$ cat src/rtl/regfile_writeback_if.sv
// Result-writeback bus for regfile_writeback: offer handshake, two write ports,
// four read ports with hazard flags, and the pending-write status.
interface regfile_writeback_if;
  logic        in_valid;
  logic        in_ready;
  logic [1:0]  write;
  logic [3:0]  Y1;
  logic [3:0]  Y2;
  logic [31:0] v_Y1;
  logic [31:0] v_Y2;
  logic [3:0]  zero_reg;
  logic [3:0]  A;
  logic [3:0]  B;
  logic [3:0]  C;
  logic [3:0]  D;
  logic [31:0] v_A;
  logic [31:0] v_B;
  logic [31:0] v_C;
  logic [31:0] v_D;
  logic        hz_A;
  logic        hz_B;
  logic        hz_C;
  logic        hz_D;
  logic        empty;

  modport master (
    output in_valid, write, Y1, Y2, v_Y1, v_Y2, zero_reg, A, B, C, D,
    input  in_ready, v_A, v_B, v_C, v_D, hz_A, hz_B, hz_C, hz_D, empty
  );

  modport slave (
    input  in_valid, write, Y1, Y2, v_Y1, v_Y2, zero_reg, A, B, C, D,
    output in_ready, v_A, v_B, v_C, v_D, hz_A, hz_B, hz_C, hz_D, empty
  );
endinterface

$ cat src/rtl/regfile_writeback.sv
// 16x32 register file fed through a 4-entry in-order write FIFO, one commit per cycle.
// Define WB_BYPASS_EN to forward pending FIFO data onto the read ports instead of flagging hazards.
module regfile_writeback (
  input  logic              clk,
  input  logic              reset,
  regfile_writeback_if.slave bus
);
  typedef struct packed {
    logic [3:0]  idx;
    logic [31:0] data;
  } wb_entry_t;

  logic [31:0] regs_q [16];
  wb_entry_t   fifo_q [4];
  logic [1:0]  rd_ptr_q, rd_ptr_d;
  logic [1:0]  wr_ptr_q, wr_ptr_d;
  logic [2:0]  count_q, count_d;

  logic        accept;
  logic        en_y1;
  logic        en_y2;
  logic        drain;
  logic [1:0]  y2_slot;

  // Two free slots guarantee a full Y1+Y2 transaction always fits.
  assign bus.in_ready = !reset && (count_q <= 3'd2);
  assign bus.empty    = reset || (count_q == 3'd0);

  assign accept  = bus.in_valid && bus.in_ready;
  assign en_y1   = accept && bus.write[0] && (bus.Y1 != bus.zero_reg);
  assign en_y2   = accept && bus.write[1] && (bus.Y2 != bus.zero_reg);
  assign drain   = (count_q != 3'd0);
  assign y2_slot = wr_ptr_q + {1'b0, en_y1};

  always_comb begin
    wr_ptr_d = wr_ptr_q + 2'(en_y1) + 2'(en_y2);
    rd_ptr_d = rd_ptr_q + 2'(drain);
    count_d  = count_q + 3'(en_y1) + 3'(en_y2) - 3'(drain);
  end

  // NOTE: sequential state uses <= so every flop samples pre-edge values.
  always_ff @(posedge clk) begin
    if (reset) begin
      rd_ptr_q <= '0;
      wr_ptr_q <= '0;
      count_q  <= '0;
      for (int i = 0; i < 16; i++) regs_q[i] <= '0;
    end else begin
      rd_ptr_q <= rd_ptr_d;
      wr_ptr_q <= wr_ptr_d;
      count_q  <= count_d;
      if (drain) regs_q[fifo_q[rd_ptr_q].idx] <= fifo_q[rd_ptr_q].data;
    end
  end

  // NOTE: FIFO payload is not reset; count_q alone decides which slots are valid.
  always_ff @(posedge clk) begin
    if (en_y1) fifo_q[wr_ptr_q] <= '{idx: bus.Y1, data: bus.v_Y1};
    if (en_y2) fifo_q[y2_slot]  <= '{idx: bus.Y2, data: bus.v_Y2};
  end

  logic [3:0]  rd_idx  [4];
  logic [31:0] rd_data [4];
  logic        rd_hz   [4];

  assign rd_idx[0] = bus.A;
  assign rd_idx[1] = bus.B;
  assign rd_idx[2] = bus.C;
  assign rd_idx[3] = bus.D;

  // NOTE: defaults precede every conditional write so no latch is inferred.
  always_comb begin
    for (int p = 0; p < 4; p++) begin
      rd_data[p] = regs_q[rd_idx[p]];
      rd_hz[p]   = 1'b0;
      // Scan oldest to youngest so the youngest match is the one that sticks.
      for (int k = 0; k < 4; k++) begin
        if ((3'(k) < count_q) && (fifo_q[rd_ptr_q + 2'(k)].idx == rd_idx[p])) begin
`ifdef WB_BYPASS_EN
          rd_data[p] = fifo_q[rd_ptr_q + 2'(k)].data;
`else
          rd_hz[p] = 1'b1;
`endif
        end
      end
      if (rd_idx[p] == bus.zero_reg) begin
        rd_data[p] = '0;
        rd_hz[p]   = 1'b0;
      end
    end
  end

  assign bus.v_A  = rd_data[0];
  assign bus.v_B  = rd_data[1];
  assign bus.v_C  = rd_data[2];
  assign bus.v_D  = rd_data[3];
  assign bus.hz_A = rd_hz[0];
  assign bus.hz_B = rd_hz[1];
  assign bus.hz_C = rd_hz[2];
  assign bus.hz_D = rd_hz[3];
endmodule

$ cat src/flat_wrapper.sv
// flat-port wrapper written by rule: the top's interface ports become plain ports
module regfile_writeback_flat 
  (clk, reset, bus_in_valid, bus_write, bus_Y1, bus_Y2, bus_v_Y1, bus_v_Y2, bus_zero_reg, bus_A, bus_B, bus_C, bus_D, bus_in_ready, bus_v_A, bus_v_B, bus_v_C, bus_v_D, bus_hz_A, bus_hz_B, bus_hz_C, bus_hz_D, bus_empty);
  regfile_writeback_if bus_i ();
  input  logic clk;
  input  logic reset;
  input wire logic [$bits(bus_i.in_valid)-1:0] bus_in_valid;
  input wire logic [$bits(bus_i.write)-1:0] bus_write;
  input wire logic [$bits(bus_i.Y1)-1:0] bus_Y1;
  input wire logic [$bits(bus_i.Y2)-1:0] bus_Y2;
  input wire logic [$bits(bus_i.v_Y1)-1:0] bus_v_Y1;
  input wire logic [$bits(bus_i.v_Y2)-1:0] bus_v_Y2;
  input wire logic [$bits(bus_i.zero_reg)-1:0] bus_zero_reg;
  input wire logic [$bits(bus_i.A)-1:0] bus_A;
  input wire logic [$bits(bus_i.B)-1:0] bus_B;
  input wire logic [$bits(bus_i.C)-1:0] bus_C;
  input wire logic [$bits(bus_i.D)-1:0] bus_D;
  output wire logic [$bits(bus_i.in_ready)-1:0] bus_in_ready;
  output wire logic [$bits(bus_i.v_A)-1:0] bus_v_A;
  output wire logic [$bits(bus_i.v_B)-1:0] bus_v_B;
  output wire logic [$bits(bus_i.v_C)-1:0] bus_v_C;
  output wire logic [$bits(bus_i.v_D)-1:0] bus_v_D;
  output wire logic [$bits(bus_i.hz_A)-1:0] bus_hz_A;
  output wire logic [$bits(bus_i.hz_B)-1:0] bus_hz_B;
  output wire logic [$bits(bus_i.hz_C)-1:0] bus_hz_C;
  output wire logic [$bits(bus_i.hz_D)-1:0] bus_hz_D;
  output wire logic [$bits(bus_i.empty)-1:0] bus_empty;
  assign bus_i.in_valid = bus_in_valid;
  assign bus_i.write = bus_write;
  assign bus_i.Y1 = bus_Y1;
  assign bus_i.Y2 = bus_Y2;
  assign bus_i.v_Y1 = bus_v_Y1;
  assign bus_i.v_Y2 = bus_v_Y2;
  assign bus_i.zero_reg = bus_zero_reg;
  assign bus_i.A = bus_A;
  assign bus_i.B = bus_B;
  assign bus_i.C = bus_C;
  assign bus_i.D = bus_D;
  assign bus_in_ready = bus_i.in_ready;
  assign bus_v_A = bus_i.v_A;
  assign bus_v_B = bus_i.v_B;
  assign bus_v_C = bus_i.v_C;
  assign bus_v_D = bus_i.v_D;
  assign bus_hz_A = bus_i.hz_A;
  assign bus_hz_B = bus_i.hz_B;
  assign bus_hz_C = bus_i.hz_C;
  assign bus_hz_D = bus_i.hz_D;
  assign bus_empty = bus_i.empty;
  regfile_writeback u_core (.clk(clk), .reset(reset), .bus(bus_i));
endmodule
$ cat config.mk
export PLATFORM = sky130hd
export DESIGN_NAME = regfile_writeback_flat
export DESIGN_NICKNAME = d
export VERILOG_FILES = /design/src/rtl/regfile_writeback_if.sv /design/src/rtl/regfile_writeback.sv /design/src/flat_wrapper.sv
export SDC_FILE = /design/constraint.sdc
export NUM_CORES = 1
export LEC_CHECK = 0
export CAP_MARGIN = 20
export CORE_UTILIZATION = 55
export CTS_CLUSTER_SIZE = 20
export DETAILED_ROUTE_END_ITERATION = 8
export PLACE_DENSITY = 0.72
export SLEW_MARGIN = 20
export SYNTH_ARGS = -nofsm -noshare
export SYNTH_HDL_FRONTEND = slang
export SYNTH_SLANG_ARGS = --single-unit
$ cat constraint.sdc
create_clock -name clk -period 4.4 [get_ports clk]
set_clock_uncertainty 0.2 [all_clocks]
set_input_delay 0.66 -clock clk [delete_from_list [all_inputs] [get_ports clk]]
set_output_delay 0.66 -clock clk [all_outputs]
set_load 0.01 [all_outputs]
==> run_results.csv <==
group,metric,value,unit
run_status,outcome,"finished clean",
logic_synthesis,yosysWarnings,0,
power,peakVddDrop,269,uV
cts,clk_pin_slew,0.06,ns
power,p_leak,17.1,nW
sta,rsz0062_at_grt,"no",
routing,routed_wl,141000,um
worst_setup_path,cp_num_cells,6,
logic_synthesis,postSynthCellCount,2752,
grt,grt_pass1_vias,29900,
logic_synthesis,synth_area_per_cell,15.7,um2
floorplanning,start_util,55.7,%
worst_setup_path,cp_max_fo,12,
final_layout,layout.cells.non_filler,4051,
placement,dpl_cell_area,47600,um2
worst_setup_path,startpoint,"bus_zero_reg[1]",
logic_synthesis,seq_area_frac_synth,45.9,%
floorplanning,die_area,79800,um2
worst_setup_path,r2r_end,"u_core.fifo_q[3][28]$_DFFE_PP_",
cts,clock_latency,0.61,ns
routing,ant_nets,0,
placement,dp_slack,0.206,ns
sta,setup_viol,0,
worst_setup_path,slowest_delay,0.67,ns
routing,first_pass_iters,8,
grt,grt_max_degree,41,
worst_setup_path,cp.required,3.54,ns
cts,cts_sinks,663,
routing,wl_per_cell,34.7,um
logic_synthesis,ys_async_sr_fraction,0,%
logic_synthesis,ys.flop_type,"edfxtp_1",
logic_synthesis,synth-seq-cells,663,
placement,numPortBuffers,230,
cts,clock_path_buffers,3,
cts,cts_tree,"built",
logic_synthesis,synth_nets,2858,
sta,finalCritPeriodShare,95.1,%
cts,h-tree-depth,3,
final_layout,final_area,50200,um2
worst_setup_path,path_common_cell,"clkdlybuf4s50_1",
floorplanning,core,77600,um2
sta,tightest_slew,1.03,ns
grt,grt-ovfl-total,0,
logic_synthesis,synth_edf_count,656,
final_layout,diodes,0,
sta,relSlewSlack,31.3,%
sta,period_minus_slack,4.18,ns
power,p_int,14.8,mW
power,power_density,439,nW/um2
final_layout,syn2layout_area_growth,16.0,%
grt,grt_pass1_wl,203000,um
grt,antenna_found_initial,1,
grt,grt_usage,35.9,%
worst_setup_path,crit_end,"bus_v_A[25]",
final_layout,final_cell_mix,"edfxtp_1, mux4_2, nor2_1",
power,switching_share,32.9,%
routing,routed-via-count,29500,
sta,finalMaxSlewViolations,0,
power,pwr-share-seq,37.5,%
hold_path,hold_depth,3,
power,p_switching,7.25,mW
routing,drcViolationCount,0,
flow_run,cap_violations,0,
worst_setup_path,cp_slowest_cell,"nor4_2",
power,power_frac_comb,33.3,%
final_layout,final_common_cell,"edfxtp_1",
cts,clockRootBuffer,"clkbuf_16",
floorplanning,num_io_pins,231,
worst_setup_path,startpoint_type,"primary input",
cts,ctsHoldBuffers,0,
worst_setup_path,rr_worst_depth,11,
placement,gp_congestion,0.953,
final_layout,drive_gt1_share,39.5,%
sta,setup_slack,0.217,ns
hold_path,hold_path_class,"reg2reg",
placement,placedCellCount,3915,
logic_synthesis,synthDistinctLibCells,49,
worst_setup_path,critical_path_class,"in2out",
worst_setup_path,end_kind,"output pin",
logic_synthesis,syn_area,43300,um2
floorplanning,die_x,282,um
floorplanning,rows,102,
placement,dp_hpwl,86200,um
cts,cts_made_buffers,74,
sta,hold_viol,0,
sta,fmax,239,MHz
worst_setup_path,crit_chain,"clkdlybuf4s50_1 -> xor2_1 -> nor4_2 -> buf_4 -> and2b_1 -> clkdlybuf4s50_1",
final_layout,fillers,5495,
cts,post_cts_resized,0,
worst_setup_path,critical_path_buf_inv_count,3,
sta,fin_setup_tns,0,ns
routing,via_per_inst,7.28,
worst_setup_path,r2r-start,"u_core.count_q[2]$_SDFF_PP0_",
final_layout,num-nets-final,3059,
worst_setup_path,critPathTopFamily,"buffers and inverters",
worst_setup_path,r2r_slack,0.81,ns
routing,drtIter0Drc,4900,
floorplanning,die_y,282,um
power,power.share.clock,29.2,%
worst_setup_path,cp.arrival,3.32,ns
sta,whs,0.525,ns
[kinds of logic after synthesis]
group	synth area share, %
buf+inv	3.29
simple gates	7.89
flops	45.9
mux	40.0
fa+ha+maj	0.295
compound gates	0.877
xor+xnor	1.82
[what timing repair did]
action	CTS	global route
buffers inserted	0	2
setup endpoints to repair	0	3
hold endpoints to repair	0	0
[layout make-up]
| cell class | count | area [um2] | area share (%) |
|---|---|---|---|
| Clock buffer | 99 | 2130 | 4.26 |
| Sequential cell | 663 | 19800 | 39.6 |
| Inverter | 11 | 41.3 | 0.0823 |
| Timing Repair Buffer | 409 | 4350 | 8.67 |
| Multi-Input combinational cell | 1794 | 22100 | 44.1 |
| Clock inverter | 35 | 349 | 0.696 |
| Tap cell | 1040 | 1300 | 2.59 |
[worst register-to-register path, stage by stage, from the launching register on]
cell     delay [ns]
dfxtp_1        0.33
inv_1          0.24
ha_1           0.22
inv_1          0.08
a21oi_4        0.17
nand2_4        0.11
nor2_1         0.36
ha_1           0.29
xor2_1         0.35
and3_2         0.30
buf_4          0.30
mux2_2         0.40
[synthesized netlist by cell type (3+ instances only)]
cell type	number	area [um2]
nor2b_1	118	738
and2b_1	16	120
nand3_1	10	50.1
mux2i_1	41	410
buf_2	103	515
mux4_2	649	14600
nor3_1	13	65.1
buf_4	8	60.1
o21ai_1	33	165
a31o_2	4	35.0
xnor2_1	33	289
edfxtp_1	656	19700
ha_1	7	87.6
nand4_1	5	31.3
buf_6	21	236
nor4_1	3	18.8
clkbuf_1	111	417
nand2_1	52	195
buf_1	41	154
dfxtp_1	7	140
a211oi_1	3	22.5
mux2_4	58	871
mux2_1	7	78.8
o21ai_0	4	20.0
nor2_1	519	1950
nand2b_1	17	106
mux2_2	116	1310
inv_1	11	41.3
o211ai_1	4	30.0
xor2_1	57	499
[routing by layer]
metal  vias to the layer above  track usage (%)  wire length [um]
met5                         -                0                 0
met4                         0             17.5              7840
met3                       542             9.63             19700
met2                      2671             56.7             66800
met1                     14800             46.5             46400
li1                      11500                -                 -
[metrics by stage]
step	util, %	power [mW]
2_1_floorplan	-	12.7
3_3_place_gp	61.4	15.2
3_5_place_dp	61.4	15.5
4_1_cts	64.6	21.8
5_1_grt	64.6	22.6
6_report	64.6	22.0
[registers in the layout (all words and copies together), names as in the netlist]
signal           cells
u_core.fifo_q      144
u_core.regs_q      512
u_core.wr_ptr_q      2
u_core.rd_ptr_q      2
u_core.count_q       3
[worst min-delay path by stage]
stage,startpoint,to,slack (ns)
2_1_floorplan,u_core.count_q[0]$_SDFF_PP0_,u_core.count_q[0]$_SDFF_PP0_,0.44
3_3_place_gp,u_core.count_q[0]$_SDFF_PP0_,u_core.count_q[0]$_SDFF_PP0_,0.47
3_5_place_dp,u_core.count_q[0]$_SDFF_PP0_,u_core.count_q[0]$_SDFF_PP0_,0.50
4_1_cts,u_core.count_q[0]$_SDFF_PP0_,u_core.count_q[0]$_SDFF_PP0_,0.51
5_1_grt,u_core.count_q[0]$_SDFF_PP0_,u_core.count_q[0]$_SDFF_PP0_,0.55
6_report,u_core.count_q[0]$_SDFF_PP0_,u_core.count_q[0]$_SDFF_PP0_,0.53
[power groups by stage]
stage	Combinational [mW]	Sequential, mW	Clock [mW]
final	7.33	8.27	6.43
after global routing	7.62	8.34	6.68
after CTS	7.11	8.28	6.45
after detailed placement	7.08	8.40	0
after global placement	6.93	8.30	0
after floorplan	4.55	8.14	0
Power figures use the tool's default switching activity.
